==> src/rtl/tone_arbiter_pkg.sv <==
// Shared definitions for the speaker arbiter: FSM encoding, dead-player wait limit, timer width.
// Latency: n/a (types and constants only).
// Backpressure: n/a.
package tone_arbiter_pkg;

  typedef enum logic [2:0] {
    ST_IDLE  = 3'd0,
    ST_START = 3'd1,
    ST_WAIT  = 3'd2,
    ST_PLAY  = 3'd3,
    ST_GAP   = 3'd4
  } state_t;

  // Cycles a triggered player gets to raise busy before it is treated as dead.
  localparam int WAIT_LIMIT = 8;

  // Width of the single state timer.
  localparam int TIMER_W = 32;

endpackage

==> src/rtl/tone_priority_encoder.sv <==
// Lowest-index-first priority encoder over the pending request vector.
// Latency: purely combinational, zero cycles.
// Backpressure: none; valid is low when no bit is set and index is then 0.
//
// Ports:
//   bits  - request vector, bit 0 has the highest priority
//   index - position of the lowest set bit
//   valid - high when any bit is set
module tone_priority_encoder
  import tone_arbiter_pkg::*;
#(
  parameter int N = 3,
  parameter int W = 2
) (
  input  logic [N-1:0] bits,
  output logic [W-1:0] index,
  output logic         valid
);

  // Scan from the top down so the last hit (lowest index) wins.
  always_comb begin
    index = '0;
    valid = 1'b0;
    for (int i = N - 1; i >= 0; i--) begin
      if (bits[i]) begin
        index = W'(i);
        valid = 1'b1;
      end
    end
  end

endmodule

==> src/rtl/tone_arbiter.sv <==
// Shares one speaker pin among several tone players: latches play requests, grants by fixed priority, gaps between tones.
// Latency: request edge to player trigger is 2 cycles when idle; sound lags the granted player's wave by 1 cycle.
// Backpressure: no preemption; requests arriving while busy wait in a one-deep pending bit per source.
//
// Ports:
//   clock, reset   - rising-edge clock, synchronous active-high reset
//   mute           - forces sound low without touching arbitration
//   req            - per-source play request, rising edge captured
//   player_busy    - per-source "currently sounding" from the players
//   player_sound   - per-source square waves from the players
//   trigger        - one-cycle start pulse to the granted player
//   player_enable  - one-hot run enable for the granted player
//   grant          - index of the current or most recent grant
//   active         - high from START through PLAY
//   sound          - registered speaker drive
module tone_arbiter
  import tone_arbiter_pkg::*;
#(
  parameter int CLOCK_FREQUENCY = 50000000,
  parameter int NUM_SOURCES     = 3,
  parameter int MAX_MS          = 3000,
  parameter int GAP_MS          = 20
) (
  input  logic                           clock,
  input  logic                           reset,
  input  logic                           mute,
  input  logic [NUM_SOURCES-1:0]         req,
  input  logic [NUM_SOURCES-1:0]         player_busy,
  input  logic [NUM_SOURCES-1:0]         player_sound,
  output logic [NUM_SOURCES-1:0]         trigger,
  output logic [NUM_SOURCES-1:0]         player_enable,
  output logic [$clog2(NUM_SOURCES)-1:0] grant,
  output logic                           active,
  output logic                           sound
);

  localparam int GW         = $clog2(NUM_SOURCES);
  localparam int CYC_PER_MS = CLOCK_FREQUENCY / 1000;

  // Terminal timer values: each state compares against count-1 because the
  // timer reads 0 in the first cycle after entry.
  localparam logic [TIMER_W-1:0] PLAY_LAST = TIMER_W'(MAX_MS * CYC_PER_MS - 1);
  localparam logic [TIMER_W-1:0] GAP_LAST  = TIMER_W'(GAP_MS * CYC_PER_MS - 1);
  localparam logic [TIMER_W-1:0] WAIT_LAST = TIMER_W'(WAIT_LIMIT - 1);

  state_t                 state;
  state_t                 state_nxt;
  logic [GW-1:0]          grant_nxt;
  logic [NUM_SOURCES-1:0] req_q;
  logic [NUM_SOURCES-1:0] pend;
  logic [NUM_SOURCES-1:0] pend_clr;
  logic [NUM_SOURCES-1:0] rise;
  logic [GW-1:0]          enc_index;
  logic                   enc_valid;
  logic [TIMER_W-1:0]     timer;
  logic                   busy_g;
  logic                   wave_g;

  assign rise   = req & ~req_q;
  assign busy_g = player_busy[grant];
  assign wave_g = player_sound[grant];

  tone_priority_encoder #(
    .N (NUM_SOURCES),
    .W (GW)
  ) u_enc (
    .bits  (pend),
    .index (enc_index),
    .valid (enc_valid)
  );

  always_ff @(posedge clock) begin
    if (reset) begin
      state <= ST_IDLE;
    end else begin
      state <= state_nxt;
    end
  end

  always_comb begin
    state_nxt     = state;
    grant_nxt     = grant;
    trigger       = '0;
    player_enable = '0;
    active        = 1'b0;
    pend_clr      = '0;
    case (state)
      ST_IDLE: begin
        if (enc_valid) begin
          grant_nxt = enc_index;
          state_nxt = ST_START;
        end
      end
      ST_START: begin
        trigger[grant]       = 1'b1;
        player_enable[grant] = 1'b1;
        active               = 1'b1;
        pend_clr[grant]      = 1'b1;
        state_nxt            = ST_WAIT;
      end
      ST_WAIT: begin
        // Give the player's ROM a few cycles to start; a silent player is
        // abandoned so one broken source cannot lock up the speaker.
        player_enable[grant] = 1'b1;
        active               = 1'b1;
        if (busy_g) begin
          state_nxt = ST_PLAY;
        end else if (timer == WAIT_LAST) begin
          state_nxt = ST_GAP;
        end
      end
      ST_PLAY: begin
        player_enable[grant] = 1'b1;
        active               = 1'b1;
        if (!busy_g || timer == PLAY_LAST) begin
          state_nxt = ST_GAP;
        end
      end
      ST_GAP: begin
        if (timer == GAP_LAST) begin
          state_nxt = ST_IDLE;
        end
      end
      default: state_nxt = ST_IDLE;
    endcase
  end

  always_ff @(posedge clock) begin
    if (reset) begin
      grant <= '0;
      req_q <= '0;
      pend  <= '0;
      timer <= '0;
      sound <= 1'b0;
    end else begin
      grant <= grant_nxt;
      req_q <= req;
      // A fresh edge landing on the START cycle of the same source re-queues it.
      pend  <= (pend & ~pend_clr) | rise;
      timer <= (state_nxt != state) ? '0 : timer + TIMER_W'(1);
      sound <= wave_g & active & ~mute;
    end
  end

endmodule

==> config.mk <==
export PLATFORM = sky130hd
export DESIGN_NAME = tone_arbiter
export DESIGN_NICKNAME = d
export VERILOG_FILES = /design/src/rtl/tone_arbiter_pkg.sv /design/src/rtl/tone_priority_encoder.sv /design/src/rtl/tone_arbiter.sv
export SDC_FILE = /design/constraint.sdc
export NUM_CORES = 1
export LEC_CHECK = 0
export CORE_MARGIN = 10
export CORE_UTILIZATION = 35
export CTS_CLUSTER_SIZE = 24
export DETAILED_ROUTE_END_ITERATION = 10
export SLEW_MARGIN = 20
export SYNTH_ARGS = -nofsm -noshare
export SYNTH_HDL_FRONTEND = slang
export SYNTH_SLANG_ARGS = --single-unit
==> constraint.sdc <==
create_clock -name clock -period 1.9 [get_ports clock]
set_clock_uncertainty 0.05 [all_clocks]
set_input_delay 0.475 -clock clock [delete_from_list [all_inputs] [get_ports clock]]
set_output_delay 0.475 -clock clock [all_outputs]
set_load 0.01 [all_outputs]
# After elaboration in Yosys (flattened, before gate mapping)
# Index checks and enable logic that the tools add are counted.
totals:
  reg_bits: 44
  inputBits: 12
op_classes:
  magnitude_cmp: 2
  addsub: 1
  n_reduce_logical: 7
  bitwise_logic: 8
  n_eq_ne: 8
  mux: 21
op_table:
  columns: ["operator", "n"]
  rows:
  - ["32-bit by 1-bit adder with 32-bit output, second input constant", 1]
  - ["32-bit by 20-bit == test with 1-bit output, second input constant", 1]
  - ["32-bit by 28-bit == test with 1-bit output, second input constant", 1]
  - ["32-bit by 3-bit == test with 1-bit output, second input constant", 1]
  - ["3-bit 2-to-1 mux", 7]
  - ["3-bit case mux with 5 select lines", 1]
  - ["1-bit 2-to-1 mux", 7]
  - ["3-bit bitwise AND", 2]
  - ["3-bit by 2-bit == test with 1-bit output, second input constant", 2]
  - ["2-bit 2-to-1 mux", 3]
  - ["3-bit NOT", 2]
  - ["1-bit binary-select mux with 2-bit select", 2]
  - ["3-bit by 1-bit == test with 1-bit output, second input constant", 1]
  - ["3-bit == test, second input constant", 1]
  - ["3-bit zero test", 1]
  - ["2-bit by 3-bit less-than comparator with 1-bit output, second input constant", 1]
  - ["3-bit != test", 1]
  - ["3-bit bitwise OR", 1]
  - ["3-bit OR reduction", 1]
  - ["1-bit bitwise AND", 2]
  - ["1-bit demux with 2-bit select", 1]
  - ["2-bit by 1-bit >= comparator with 1-bit output, second input constant", 1]
  - ["2-bit AND reduction", 1]
  - ["2-bit OR reduction", 1]
  - ["4 further kinds", 4]

# Logic depth before layout (Yosys ltp)
depth:
  depth_word: 8
  mapped_depth: 7
  mapped_depth_nobuf: 6

# Modules after synthesis
# Synthesis repeated with hierarchy kept, for this count alone.
hier_totals:
  cells_unflattened: 266
  hier_area_um2: 2299.7
modules_own_cells:
  columns: ["module", "n_inst", "seq_area_each_um2", "cells_each", "area_each_um2"]
  rows:
  - ["tone_arbiter", 1, 880.8, 263, 2279.7]
  - ["tone_priority_encoder", 1, 0.0, 3, 20.0]

# Worst setup path before layout
# No wires, ideal clock.
synth_path:
  path_kind: "reg2reg"
  start: "register grant[1]"
  end: "register timer[10]"
  setup_slack_ns: -0.143
  arrival_time_ns: 1.863
  n_path_buf: 2
  stages_incl_launch_ff: 8
  synth_period_minus_slack_ns: 2.043
  path_cell_list: "dfxtp_1 clkbuf_1 mux2i_1 mux2_2 nand4_1 a21oi_1 clkbuf_1 nor3_1"
synth_between:
  elab_chain_len: 8
  word_cells_on_any_way: 9
  classes_between: "eq/ne (1); mux (5); reduce/logical (3)"
synth_lines:
  columns: ["item", "line_no", "rtl"]
  rows:
  - ["start, declared", "tone_arbiter.sv:32", "output logic [$clog2(NUM_SOURCES)-1:0] grant,"]
  - ["start signal, assigned", "tone_arbiter.sv:136", "grant <= grant_nxt;"]
  - ["1-bit binary-select mux with 2-bit select (*)", "tone_arbiter.sv:60", "assign busy_g = player_busy[grant];"]
  - ["1-bit 2-to-1 mux (not written as such) (*)", "tone_arbiter.sv:60", null]
  - ["1-bit zero test", "tone_arbiter.sv:115", "if (!busy_g || timer == PLAY_LAST) begin"]
  - ["1-bit logical OR", "tone_arbiter.sv:115", null]
  - ["3-bit 2-to-1 mux", "tone_arbiter.sv:115", null]
  - ["3-bit case mux with 5 select lines (*)", "tone_arbiter.sv:87", "case (state)"]
  - ["3-bit != test (*)", "tone_arbiter.sv:140", "timer <= (state_nxt != state) ? '0 : timer + TIMER_W'(1);"]
  - ["2-bit OR reduction (no source line) (*)", null, null]
  - ["end signal, assigned", "tone_arbiter.sv:140", null]
  - ["end, declared", "tone_arbiter.sv:55", "logic [TIMER_W-1:0] timer;"]
# Mark *: on every way between the ends. The rest lies on a longest branch, timed or not. The select of a mux whose other input is x is not followed.
# A chain may end at the register's enable or synchronous reset.

# Worst setup path after layout
layout_path:
  start: "register timer[17]"
  end: "register timer[18]"
layout_between:
  elab_chain_len: 6
  word_cells_on_any_way: 12
  classes_between: "add/sub (1); eq/ne (4); mux (5); reduce/logical (2)"
layout_lines:
  columns: ["item", "line_no"]
  rows:
  - ["32-bit by 3-bit == test with 1-bit output or 32-bit by 28-bit == test with 1-bit output (tied branches)", "tone_arbiter.sv:108, tone_arbiter.sv:115"]
  - ["3-bit 2-to-1 mux or 1-bit logical OR (tied branches)", "tone_arbiter.sv:108, tone_arbiter.sv:115"]
  - ["3-bit 2-to-1 mux (on tied branches)", "tone_arbiter.sv:106, tone_arbiter.sv:115"]
  - ["3-bit case mux with 5 select lines", "tone_arbiter.sv:87"]
  - ["3-bit != test", "tone_arbiter.sv:140"]
  - ["2-bit OR reduction (no source line)", null]
# Several ways; a longest one is shown, not always the timed one.

==> run summary <==
The global routing usage on met2 was 17.7%. The number of max-cap violations is 0, and the hold-fix buffer count after cts is 0. Global routing consumed, on the met3 layer, 3.06% of the routing resources.

The power density normalized to cell area is 721 nW/µm². Mapped cell area: 2330 µm². The number of I/O port buffers works out to 21. Setup repair after global routing could not meet its margin everywhere.

Global routing consumed, on the met1 layer, 14.4% of the routing resources. Data arrives at the worst endpoint at 2.04 ns. Post-synth net total: 296. The tools report the number of endpoints with negative hold slack in the final report as 0.

STA classifies the critical path startpoint as a flop. The number of enable-type register cells in the synthesized netlist is 0. For this design, the slowest cell found on the critical path is sky130_fd_sc_hd__or4_4. The number of placed cells counting well taps is 405. Max-slew violation total from the final report: 0. The CTS buffer count is 5, and the part of the cycle the worst path needs is 100%.

The logs give 29 for the standard-cell row count and 0 for the overflow left after global routing. The first global-routing pass estimated 9.63 mm of wire. The clock passes through at most 2 buffers. Pin placement for this block handled 22 I/O pins. Type of the worst setup path: flop to flop.

Counting distinct cell types in the post-synthesis netlist gives 39. The initial standard-cell utilization of the core is 36.3%, and the total wire length is 5.69 mm. The worst setup path is captured at a flop.

For this run, design rule violations remaining after detail routing come to 0. OpenSTA, run right after detailed placement, puts the worst setup slack at -0.233 ns. Once detailed placement completed, the half-perimeter wirelength came to 4.14 mm. The run finished, with violations left. At the pin with the least slew margin, the transition time is 0.405 ns. The final reports fail on setup timing. TritonCTS built the clock tree. The top fanout value on the critical path is 32.

The top cell types in the final layout, fill and taps aside, are sky130_fd_sc_hd__nor3_1, sky130_fd_sc_hd__dfxtp_1, sky130_fd_sc_hd__buf_4. The H-tree generated during clock tree synthesis spans 2 levels. In this run the vertical extent of the chip is 102 µm.

In this run the most used layer during global routing was met2. The average vias per placed instance came out at 5.27. Routability-driven placement finished with a final weighted congestion of 0.839. The number of flip-flops and latches in the synthesized netlist came out at 44. The setup violation total in the final timing report was 4; the number of sinks handled by clock tree synthesis was 44. The horizontal die dimension works out to 102 µm.

In this run the clock root is driven by a sky130_fd_sc_hd__clkbuf_8. For this design the static power due to leakage is 0.00104 µW. Entering global routing, the biggest net connects 33 pins. After clock tree synthesis, the clock-pin slew on the worst setup and hold paths is 0.09 ns. The required time at the endpoint of the critical path is 2.04 ns. The async set or reset register ratio after synthesis is 0%, and the utilization after layout is 46.8%.

The count of nets left with antenna violations once routing finished came out at 0. The most frequently used flop master after synthesis was sky130_fd_sc_hd__dfxtp_1. For the number of antenna violations at the first check in global routing, the log shows 0.

The tools report the count of buffers added by post-CTS timing repair for setup as 0. Remaining max-slew budget at the tightest pin: 72.8%. The top achievable clock speed is 525 MHz. The path class of the tightest hold or removal check is flop to flop. The most critical setup path has its startpoint at timer[17]. The critical path goes through or4_4 -> nor4_2 -> nand4_1 -> o211ai_2 -> buf_12 -> nor3_1.

The count of mapped cells out of synthesis was 282. The total number of vias came out at 2177. The number of warnings reported in the yosys synthesis log was 0. The latest clock arrival within the worst-skew pair was 0.31 ns.

The tools report the startpoint of the tightest hold check path as req_q[0]. VDD sags by at most 0.346 mV. The startpoint of the lowest-slack register-to-register path was timer[17].

Cells with a size suffix above 1 make up 20.2% of the layout. Adding up every negative setup slack in the final design gives -0.00968 ns. The finished layout holds 413 standard cells, fillers aside.

The die area was 10300 µm²; the signed area change from the synthesized netlist to the final layout was 28.8%. Subtracting the final worst setup slack from the clock period gives 1.90 ns. The routed length per placed instance was 13.8 µm.

On the worst path, the slowest cell contributes a delay of 0.54 ns. Before antenna repair, the detailed router went through 4 iterations. The number of global-route vias before repair was 2091. The share of the Yosys chip area taken by registers is 37.7%.

The detailed router finished its first iteration with 143 violations. In this run the mean area of a mapped cell was 8.27 µm². The setup slack after layout is -0.00348 ns. The floorplan step defined a core boundary enclosing 6420 µm².

The most common cell after layout, fill and taps aside is sky130_fd_sc_hd__nor3_1. For this run, the total global-route usage over all layers was measured as 11.2%. Number of nets in the final layout: 349. The antenna diode count is 0.
[critical path: cells and delay by family (launching register included)]
kind / cells / cell delay, ns
AOI/OAI and AO/OA: 1 / 0.25
buffers and inverters: 1 / 0.21
DFF: 1 / 0.32
and+or+nand+nor: 4 / 0.96
[final cells by class]
class                           instances  area [µm²]
Fill cell                             633        3420
Multi-Input combinational cell        209        1350
Sequential cell                        44         883
Timing Repair Buffer                   62         510
Tap cell                               77        96.3
Clock buffer                            6        82.6
Inverter                               13        48.8
Clock inverter                          2        38.8
[state kept, by name, indices dropped and copies added, names as in the netlist]
signal,flops
grant,2
req_q,3
pend,3
sound,1
timer,32
state,3
[cell usage after synthesis, drive strengths merged, types with 2 or more instances]
cell | number | share of area [%]
a21oi | 6 | 1.3
buf | 4 | 1.7
and4 | 4 | 1.5
ha | 2 | 1.1
clkbuf | 12 | 1.9
o21ai | 6 | 1.3
nor3 | 46 | 10
xnor2 | 18 | 6.8
a32oi | 2 | 0.75
mux2i | 5 | 2.1
dfxtp | 44 | 38
nand3 | 18 | 3.9
nand4 | 13 | 3.5
xor2 | 13 | 4.9
nor2 | 15 | 2.4
nand2 | 14 | 2.3
nand2b | 7 | 1.9
o211ai | 2 | 0.86
nor4 | 14 | 4.0
or3 | 3 | 0.80
inv | 13 | 2.1
and3 | 5 | 1.3
nor2b | 4 | 1.1
[through the flow]
step	instance area [µm²]	hold slack (ns)	power [µW]
after floorplan	2340	0.417	1250
after global placement	2890	0.424	1440
after detailed placement	2890	0.430	1440
final	3010	0.438	2170
after global routing	3010	0.483	2260
after CTS	3010	0.445	2190
[power by group]
| group | leakage, µW | switching [µW] | internal [µW] |
|---|---|---|---|
| registers | 0.000358 | 27.3 | 954 |
| logic | 0.000620 | 219 | 201 |
| clock network | 0.0000614 | 334 | 430 |
| total | 0.00104 | 580 | 1590 |
[path summary, 6_finish.rpt]
check         endpoint  slack [ns]  depth (start not counted)
max          timer[18]      -0.003                          6
max reg2reg  timer[18]      -0.003                          6
min            pend[0]        0.44                          2
min reg2reg    pend[0]        0.44                          2
[layer usage]
metal  part of all wire, %  wire [µm]
met1                    50       2830
met2                    45       2530
met3                   4.9        280
met4                  0.70         40
met5                     0          0
[repair_timing]
item / CTS / global route
hold endpoints to repair: 0 / 0
resized for setup: 11 / 16
pin swaps: 0 / 2
setup endpoints to repair: 9 / 40
[logic make-up (layout without fill, tap and decap cells)]
group           after synthesis  in the layout  share of synthesized area, %
compound gates               22             22                          6.44
xor+xnor                     31             31                          11.6
fa+ha+maj                     2              2                          1.07
buf+inv                      29             83                          5.68
flops                        44             44                          37.7
mux                           6              6                          2.63
simple gates                148            148                          34.8
(Power assumes the default switching activity.)
==> RTL change: new RTL, same flow settings <==
Re-encode `state_t` (5 states) as one-hot, 5 bits wide.
--- a/src/rtl/tone_arbiter_pkg.sv
+++ b/src/rtl/tone_arbiter_pkg.sv
@@ -3,12 +3,12 @@
 // Backpressure: n/a.
 package tone_arbiter_pkg;
 
-  typedef enum logic [2:0] {
-    ST_IDLE  = 3'd0,
-    ST_START = 3'd1,
-    ST_WAIT  = 3'd2,
-    ST_PLAY  = 3'd3,
-    ST_GAP   = 3'd4
+  typedef enum logic [4:0] {
+    ST_IDLE  = 5'b00001,
+    ST_START = 5'b00010,
+    ST_WAIT  = 5'b00100,
+    ST_PLAY  = 5'b01000,
+    ST_GAP   = 5'b10000
   } state_t;
 
   // Cycles a triggered player gets to raise busy before it is treated as dead.
Function: no difference found for any inputs over 10 cycles, from zero or initial values and one cycle with reset high; not proved beyond that.
==> RTL change against the unedited design <==
  * The run still ends with setup timing left
  * Critical path depth is 1 lower
  * Register-to-register slack got worse by 0.15 ns
  * Area after synthesis grew 7.8%
  * Combinational power increased by 21%
  * Sequential cell count grew 2
  * Power decreased by 0.85%
  * Largest power group unchanged
  * Setup slack worse by 0.21 ns
  * Synthesized cell count down 3.2%
  * Sequential share of layout area decreased by 4.1 points
  * Die area up 6.2%
  * Routed wire length increased by 20%
  * Cell area grew 24%
  * Highest routed layer unchanged
==> RTL change: results (changes against the unedited design) <==
* Status: finished with violations (unchanged)
* Failing checks: setup timing (unchanged)
* Finished Layout Cells at 460 (was 413)
* Synth area leaders: dfxtp_1, nor3_2, xor2_1 (was dfxtp_1, nor3_1, xnor2_1)
* M2 GR Usage at 0.220 (was 0.177)
* FF-to-FF End: timer[1] (was timer[18])
* Placed Instances at 433 (was 405)
* Setup TNS at -4.72 ns (was -0.00968 ns)
* Worst reg-to-reg setup slack at -0.15 ns (was -0.003 ns)
* Synth Area in XOR/XNOR at 0.108 (was 0.116)
* M3 GR Usage at 0.0258 (was 0.0306)
* Worst Path Arrival at 1.59 ns (was 2.04 ns)
* Worst Min Path Start: req_q[2] (was req_q[0])
* Crit-path slowest cell: or3_4 (was or4_4)
* Ant. Diodes at 0 (unchanged)
* DR WL met3 at 176 um (was 280 um)
* Setup bufs post-CTS at 16 (was 0)
* DP Worst Slack at -0.525 ns (was -0.233 ns)
* Synth Area in Compound Gates at 0.0751 (was 0.0643)
* Placed cell area at 3220 sq um (was 2890 sq um)
* Post-synth top cells: dfxtp_1, nor3_2, nor2_1 (was nor3_1, dfxtp_1, nand3_1, xnor2_1, nor2_1)
* Crit path capture: player_enable[2] (was timer[18])
* Synth Area in Adders at 0.00995 (was 0.0107)
* First-pass GRT wire length at 11.5 mm (was 9.63 mm)
* Fraction of layout cells with a size suffix above 1 at 0.445 (was 0.202)
* Crit path max fanout at 6 (was 32)
* Synth top area share at 0.366 (was 0.377)
* Worst r2r src: timer[1] (was timer[17])
* Post-CTS resize count at 76 (was 11)
* Crit path from: state[1] (was timer[17])
* Drt pass-1 iters at 4 (unchanged)
* Hold depth at 2 (unchanged)
* Setup Viol. Count Final at 38 (was 4)
* Synthesized Nets at 287 (was 296)
* WHS at 0.437 ns (was 0.438 ns)
* Maximum VDD drop at 0.000314 V (was 0.000346 V)
* Post-DP HPWL at 4.42 mm (was 4.14 mm)
* Routed wl met2 at 3.52 mm (was 2.53 mm)
* Slew margin rel. at 0.769 (was 0.728)
* Worst setup margin at -0.215 ns (was -0.00348 ns)
* Avg WL per Cell at 14.9 um (was 13.8 um)
* Lkg Pwr at 1.34 nW (was 1.04 nW)
* Mux share of post-synthesis cell area at 0.00796 (was 0.0263)
* Final-stage net count at 377 (was 349)
* Met1 usage at 0.148 (was 0.144)
* Avg Cell Area, Syn at 9.21 sq um (was 8.27 sq um)
* RD Place Congestion at 0.795 (was 0.839)
* DRT met1 WL at 3.09 mm (was 2.83 mm)
* GR Util All Layers at 0.125 (was 0.112)
* Initial DRC Count at 104 (was 143)
* Post-synthesis sequential area ratio at 0.366 (was 0.377)
* Distinct cell type count after synthesis at 48 (was 39)
## RTL change: cell count changes after synthesis, sizes merged, moves of 3 or more
cell	before	now
inv	13	7
nand3	18	15
nor4	14	6
nor3	46	42
mux2i	5	2
xor2	13	19
xnor2	18	12
clkbuf	12	3
nor2	15	21
buf	4	10
o21ai	6	9
## RTL change: worst min-delay path, stage by stage, from the launching register on
cell and delay (ns):
dfxtp_1 0.30, nand2b_1 0.09, a21oi_1 0.06
## RTL change: report_power, final
| group | leakage [nW] | internal (W) | switching (W) | total [W] |
|---|---|---|---|---|
| sequential | 0.378 | 0.000991 | 0.0000272 | 0.00102 |
| clock | 0.0482 | 0.000294 | 0.000325 | 0.000619 |
| combinational | 0.914 | 0.000279 | 0.000230 | 0.000509 |
| total | 1.34 | 0.00156 | 0.000583 | 0.00215 |
## RTL change: cell type report
type                    count  area [sq um]
fillers                   637          3170
multi-input cells         207          1640
flip-flops and latches     46           942
repair buffers             96           911
well taps                  96           120
clock buffers               7          86.3
inverters                   7          26.3
clock inverters             1          5.00
